===== config.mk =====
export PLATFORM = sky130hd
export DESIGN_NAME = spi_control
export DESIGN_NICKNAME = d
export VERILOG_FILES = /design/src/rtl/spi_control_pkg.sv /design/src/rtl/spi_control.sv
export SDC_FILE = /design/constraint.sdc
export NUM_CORES = 1
export LEC_CHECK = 0
export BUFFER_PORTS_ARGS = -buffer_cell sky130_fd_sc_hd__buf_2
export CORE_AREA = 10 10 61 53
export DETAILED_ROUTE_END_ITERATION = 12
export DIE_AREA = 0 0 71 63
export GPL_ROUTABILITY_DRIVEN = 0
export PLACE_DENSITY = 0.8
export SLEW_MARGIN = 15
export SYNTH_ARGS = -nofsm -noshare
export SYNTH_HDL_FRONTEND = slang
export SYNTH_SLANG_ARGS = --single-unit

===== constraint.sdc =====
create_clock -name CLK -period 3.16 [get_ports CLK]
set_clock_uncertainty 0.05 [all_clocks]
set_input_delay 0.316 -clock CLK [delete_from_list [all_inputs] [get_ports CLK]]
set_output_delay 0.316 -clock CLK [all_outputs]
set_load 0.05 [all_outputs]

===== src/rtl/spi_control_pkg.sv =====
// Shared state encoding, default timing constants and width helper for the
// single-byte transmit-only SPI master.
package spi_control_pkg;

  localparam int unsigned DATA_W          = 8;
  localparam int unsigned BIT_CNT_W       = 3;
  localparam int unsigned SCLK_HALF_DEF   = 16;
  localparam int unsigned HOLD_CYCLES_DEF = 4;

  typedef logic [1:0] state_t;

  localparam state_t IDLE = 2'd0;
  localparam state_t SEND = 2'd1;
  localparam state_t HOLD = 2'd2;
  localparam state_t DONE = 2'd3;

  // Counter width able to hold 0..n-1, never narrower than one bit.
  function automatic int unsigned cnt_width(input int unsigned n);
    return (n > 1) ? $clog2(n) : 1;
  endfunction

endpackage


===== src/rtl/spi_control.sv =====
// Transmit-only SPI master: sends one byte MSB first with CPOL=1/CPHA=1,
// holds CS for a few cycles after the last bit, then pulses SPI_FIN.
module spi_control
  import spi_control_pkg::*;
#(
  parameter int unsigned SCLK_HALF   = SCLK_HALF_DEF,
  parameter int unsigned HOLD_CYCLES = HOLD_CYCLES_DEF
) (
  input  logic              CLK,
  input  logic              RST,
  input  logic              SPI_EN,
  input  logic [DATA_W-1:0] SPI_DATA,
  output logic              CS,
  output logic              SDO,
  output logic              SCLK,
  output logic              SPI_FIN
);

  localparam int unsigned DIV_W  = cnt_width(SCLK_HALF);
  localparam int unsigned HOLD_W = cnt_width(HOLD_CYCLES);

  state_t                current_state;
  state_t                state_nxt;
  logic [DIV_W-1:0]      div_cnt;
  logic [DIV_W-1:0]      div_nxt;
  logic                  sclk_phase;
  logic                  phase_nxt;
  logic [BIT_CNT_W-1:0]  bit_cnt;
  logic [BIT_CNT_W-1:0]  bit_nxt;
  logic [HOLD_W-1:0]     hold_cnt;
  logic [HOLD_W-1:0]     hold_nxt;
  logic [DATA_W-1:0]     shift_reg;
  logic [DATA_W-1:0]     shift_nxt;
  logic                  cs_nxt;
  logic                  sdo_nxt;
  logic                  sclk_nxt;
  logic                  fin_nxt;

  // State and datapath registers.
  always_ff @(posedge CLK or posedge RST) begin
    if (RST) begin
      current_state <= IDLE;
      div_cnt       <= '0;
      sclk_phase    <= 1'b0;
      bit_cnt       <= '0;
      hold_cnt      <= '0;
      shift_reg     <= '0;
    end else begin
      current_state <= state_nxt;
      div_cnt       <= div_nxt;
      sclk_phase    <= phase_nxt;
      bit_cnt       <= bit_nxt;
      hold_cnt      <= hold_nxt;
      shift_reg     <= shift_nxt;
    end
  end

  // Next-state, counter and shift logic.
  always_comb begin
    state_nxt = current_state;
    div_nxt   = div_cnt;
    phase_nxt = sclk_phase;
    bit_nxt   = bit_cnt;
    hold_nxt  = hold_cnt;
    shift_nxt = shift_reg;

    case (current_state)
      IDLE: begin
        if (SPI_EN) begin
          state_nxt = SEND;
          shift_nxt = SPI_DATA;
          div_nxt   = '0;
          phase_nxt = 1'b0;
          bit_nxt   = '0;
        end
      end

      SEND: begin
        if (div_cnt == DIV_W'(SCLK_HALF - 1)) begin
          div_nxt = '0;
          if (!sclk_phase) begin
            phase_nxt = 1'b1;
          end else if (bit_cnt == BIT_CNT_W'(DATA_W - 1)) begin
            // Last bit stays in shift_reg[MSB] so SDO holds it through HOLD.
            state_nxt = HOLD;
            hold_nxt  = '0;
          end else begin
            bit_nxt   = bit_cnt + BIT_CNT_W'(1);
            shift_nxt = {shift_reg[DATA_W-2:0], 1'b0};
            phase_nxt = 1'b0;
          end
        end else begin
          div_nxt = div_cnt + DIV_W'(1);
        end
      end

      HOLD: begin
        if (hold_cnt == HOLD_W'(HOLD_CYCLES - 1)) begin
          state_nxt = DONE;
        end else begin
          hold_nxt = hold_cnt + HOLD_W'(1);
        end
      end

      DONE: begin
        if (!SPI_EN) begin
          state_nxt = IDLE;
        end
      end

      default: state_nxt = IDLE;
    endcase
  end

  // Outputs are decoded from the next state so the registered pins line up
  // exactly with current_state.
  always_comb begin
    cs_nxt   = 1'b1;
    sclk_nxt = 1'b1;
    sdo_nxt  = 1'b1;
    fin_nxt  = 1'b0;
    case (state_nxt)
      SEND: begin
        cs_nxt   = 1'b0;
        sclk_nxt = phase_nxt;
        sdo_nxt  = shift_nxt[DATA_W-1];
      end
      HOLD: begin
        cs_nxt  = 1'b0;
        sdo_nxt = shift_nxt[DATA_W-1];
      end
      DONE:    fin_nxt = 1'b1;
      default: ;
    endcase
  end

  always_ff @(posedge CLK or posedge RST) begin
    if (RST) begin
      CS      <= 1'b1;
      SCLK    <= 1'b1;
      SDO     <= 1'b1;
      SPI_FIN <= 1'b0;
    end else begin
      CS      <= cs_nxt;
      SCLK    <= sclk_nxt;
      SDO     <= sdo_nxt;
      SPI_FIN <= fin_nxt;
    end
  end

endmodule


==> results by group <==
CTS
  • Clock Pin Slew Worst Setup and Hold Paths: 0.12 ns
  • Hold buffer count at cts: 0
  • H-Tree Depth: 1
  • CTS Buf Count: 3
  • CTS Sinks: 24
  • Clock latency on the worst-skew pair: 0.31 ns
  • Root Buffer: clkbuf_4
  • CTS tree: built
  • Post-CTS setup buffer count: 0
  • # resized after CTS: 0
  • Clock buffer depth: 2

Global route
  • Initial antenna violation count: 0
  • First-pass GRT wire length: 3820 um
  • Vias in the first global route: 821
  • Total global-route track usage: 10.1%
  • GRT Residual Overflow: 0
  • Largest net degree at the start of global routing: 25

Synthesis
  • Synthesized area per cell: 11.8 um2
  • Syn Nets: 118
  • Number of synthesized flops with an enable pin: 0
  • Top_reg_cell synth: dfrtp_1
  • Synth Warn #: 0
  • Seq cells post-synth: 24
  • Netlist Area Pre-Place: 1190 um2
  • Post-synth ARST share: 100%
  • Register area share after synthesis: 50.8%
  • Post-synth cell types: 37
  • Cells after Synth: 101

Timing
  • Period utilization: 68.9%
  • Worst Max-Slew Pin Slew: 0.867 ns
  • TNS Setup: 0 ns
  • RSZ-0062 raised after global routing: false
  • Normalized max-slew margin: 42.1%
  • Hold Vio Cnt, Final: 0
  • F_max: 460 MHz
  • Slew Viols, Final: 0
  • Min Hold Slack: 0.113 ns
  • Final Critical Period: 2.18 ns
  • Setup Viol. Count Final: 0

Setup path
  • Register-to-register setup slack: 0.98 ns
  • Worst R2R End: SDO
  • Slowest CP cell: dfrtp_1
  • Critical Path Max Stage Delay: 0.41 ns
  • CP Data Required Time: 3.36 ns
  • Worst setup path category: reg2reg
  • R2R cell count: 8
  • CP arrival: 2.38 ns
  • CP max FO: 3
  • Crit-path most repeated cell: ha_1
  • R2R Path Start: bit_cnt[0]
  • Critical path startpoint category: flop
  • Crit-path cells: ha_1, ha_1, nand2_1, o31ai_1, a21oi_1, ha_1, a21o_1, a221o_1
  • Worst setup EP type: flop

Finish
  • Design area: 1290 um2
  • Max reg flops: 8
  • Final core occ: 62.6%
  • Total Nets Final: 133
  • Diodes inserted: 0
  • Area Growth Syn to Fin: 8.62%
  • Share of layout cells above drive strength 1: 27.8%

Status
  • Status: finished clean

Die
  • Starting Density: 57.6%
  • # IOs: 15
  • Die Span Y: 63 um
  • Core area: 2060 um2
  • Die footprint: 4470 um2
  • Core Rows: 15
  • Die W: 71 um

Route
  • Router iterations before antenna repair: 4
  • WL per Instance: 15.6 um
  • Routed WL: 2180 um
  • Initial DRC Count: 48
  • DR DRC count: 0
  • DRT antenna net count: 0
  • Drt via density: 5.72
  • Vias: 801

Place
  • Post-DP HPWL: 1580 um
  • Placed cell area: 1260 um2
  • I/O Buffers: 14

Power
  • Pwr Density: 808 nW/um2
  • Max IR drop VDD: 0.657 mV
  • Pleak: 0.645 nW
  • Final Total Pwr: 1.04 mW

Flow run
  • MaxCap Viol Count: 0

Min path
  • Hold crit path type: in2async
==> report_power, final <==
part | internal, mW | switching [mW] | total, mW
logic | 0.178 | 0.193 | 0.371
clock network | 0.0704 | 0.0864 | 0.157
registers | 0.428 | 0.0895 | 0.517
total | 0.676 | 0.369 | 1.04
==> cell families after synthesis <==
logic type	synth area share, %
and+or+nand+nor	14.8
AOI/OAI and AO/OA	19.0
DFF	50.8
buffers and inverters	5.47
adders and majority gates	6.31
muxes	3.58
==> cell usage in the layout, fill, tap and decap left out, types with 2 or more instances in the layout <==
master    synthesis  layout
ha_1              6       6
o31ai_1           3       3
a21oi_1           4       4
dfrtp_1          21      21
clkbuf_4          0       3
nand3_1           2       2
a221o_1           7       7
nand2_1           6       6
mux2_2            2       2
a21o_1            2       2
buf_2             0      14
mux2i_1           2       2
dfstp_2           3       3
or2b_1            2       2
and2_1            7       7
inv_1             6       6
nor3b_1           2       2
a22o_2            2       2
nor3_1            2       2
==> critical path, delay by kind of cell (launching register included) <==
family	cells	cell delay, ns
DFF	1	0.41
adders and majority gates	3	0.72
AOI/OAI and AO/OA	4	0.81
and+or+nand+nor	1	0.12
==> cell type report <==
class,instances,area [um2]
inverter,6,22.5
tap,25,31.3
multi-input combinational,66,520
sequential,24,604
timing repair buffer,15,77.6
fill,175,772
clock buffer,4,36.3
==> synthesized netlist by cell type, types with 2 or more instances <==
master | number | area share (%)
a21o_1 | 2 | 1.3
a21oi_1 | 4 | 1.7
a221o_1 | 7 | 5.9
a22o_2 | 2 | 1.7
and2_1 | 7 | 3.7
buf_6 | 3 | 2.8
dfrtp_1 | 21 | 44
dfstp_2 | 3 | 6.6
ha_1 | 6 | 6.3
inv_1 | 6 | 1.9
mux2_2 | 2 | 1.9
mux2i_1 | 2 | 1.7
nand2_1 | 6 | 1.9
nand3_1 | 2 | 0.84
nor3_1 | 2 | 0.84
nor3b_1 | 2 | 1.3
o31ai_1 | 3 | 1.9
or2b_1 | 2 | 1.3
==> how the worst max path moves through the flow <==
stage                startpoint   to  slack, ns  cells after the start
3_3_place_gp         bit_cnt[0]  SDO       1.09                      8
3_5_place_dp         bit_cnt[0]  SDO       1.04                      8
4_1_cts              bit_cnt[0]  SDO       0.98                      8
5_1_grt              bit_cnt[0]  SDO       0.86                      8
6_report             bit_cnt[0]  SDO       0.98                      8
2_1_floorplan  current_state[1]  SDO       1.22                      7
==> per-layer routing <==
layer / global-route usage, % / vias to the layer above / part of all wire, %
met2: 15.6 / 13 / 44
li1: - / 400 / -
met1: 12.8 / 386 / 50
met4: 1.45 / 0 / 0.55
met3: 4.44 / 2 / 4.9
met5: 0 / - / 0
==> stage by stage <==
| stage | cells | setup slack, ns |
|---|---|---|
| after CTS | 140 | 0.984 |
| after floorplan | 101 | 1.22 |
| after global routing | 140 | 0.864 |
| after detailed placement | 136 | 1.04 |
| after global placement | 136 | 1.09 |
| final | 140 | 0.984 |
No activity file was read; power rests on OpenSTA's default activity.
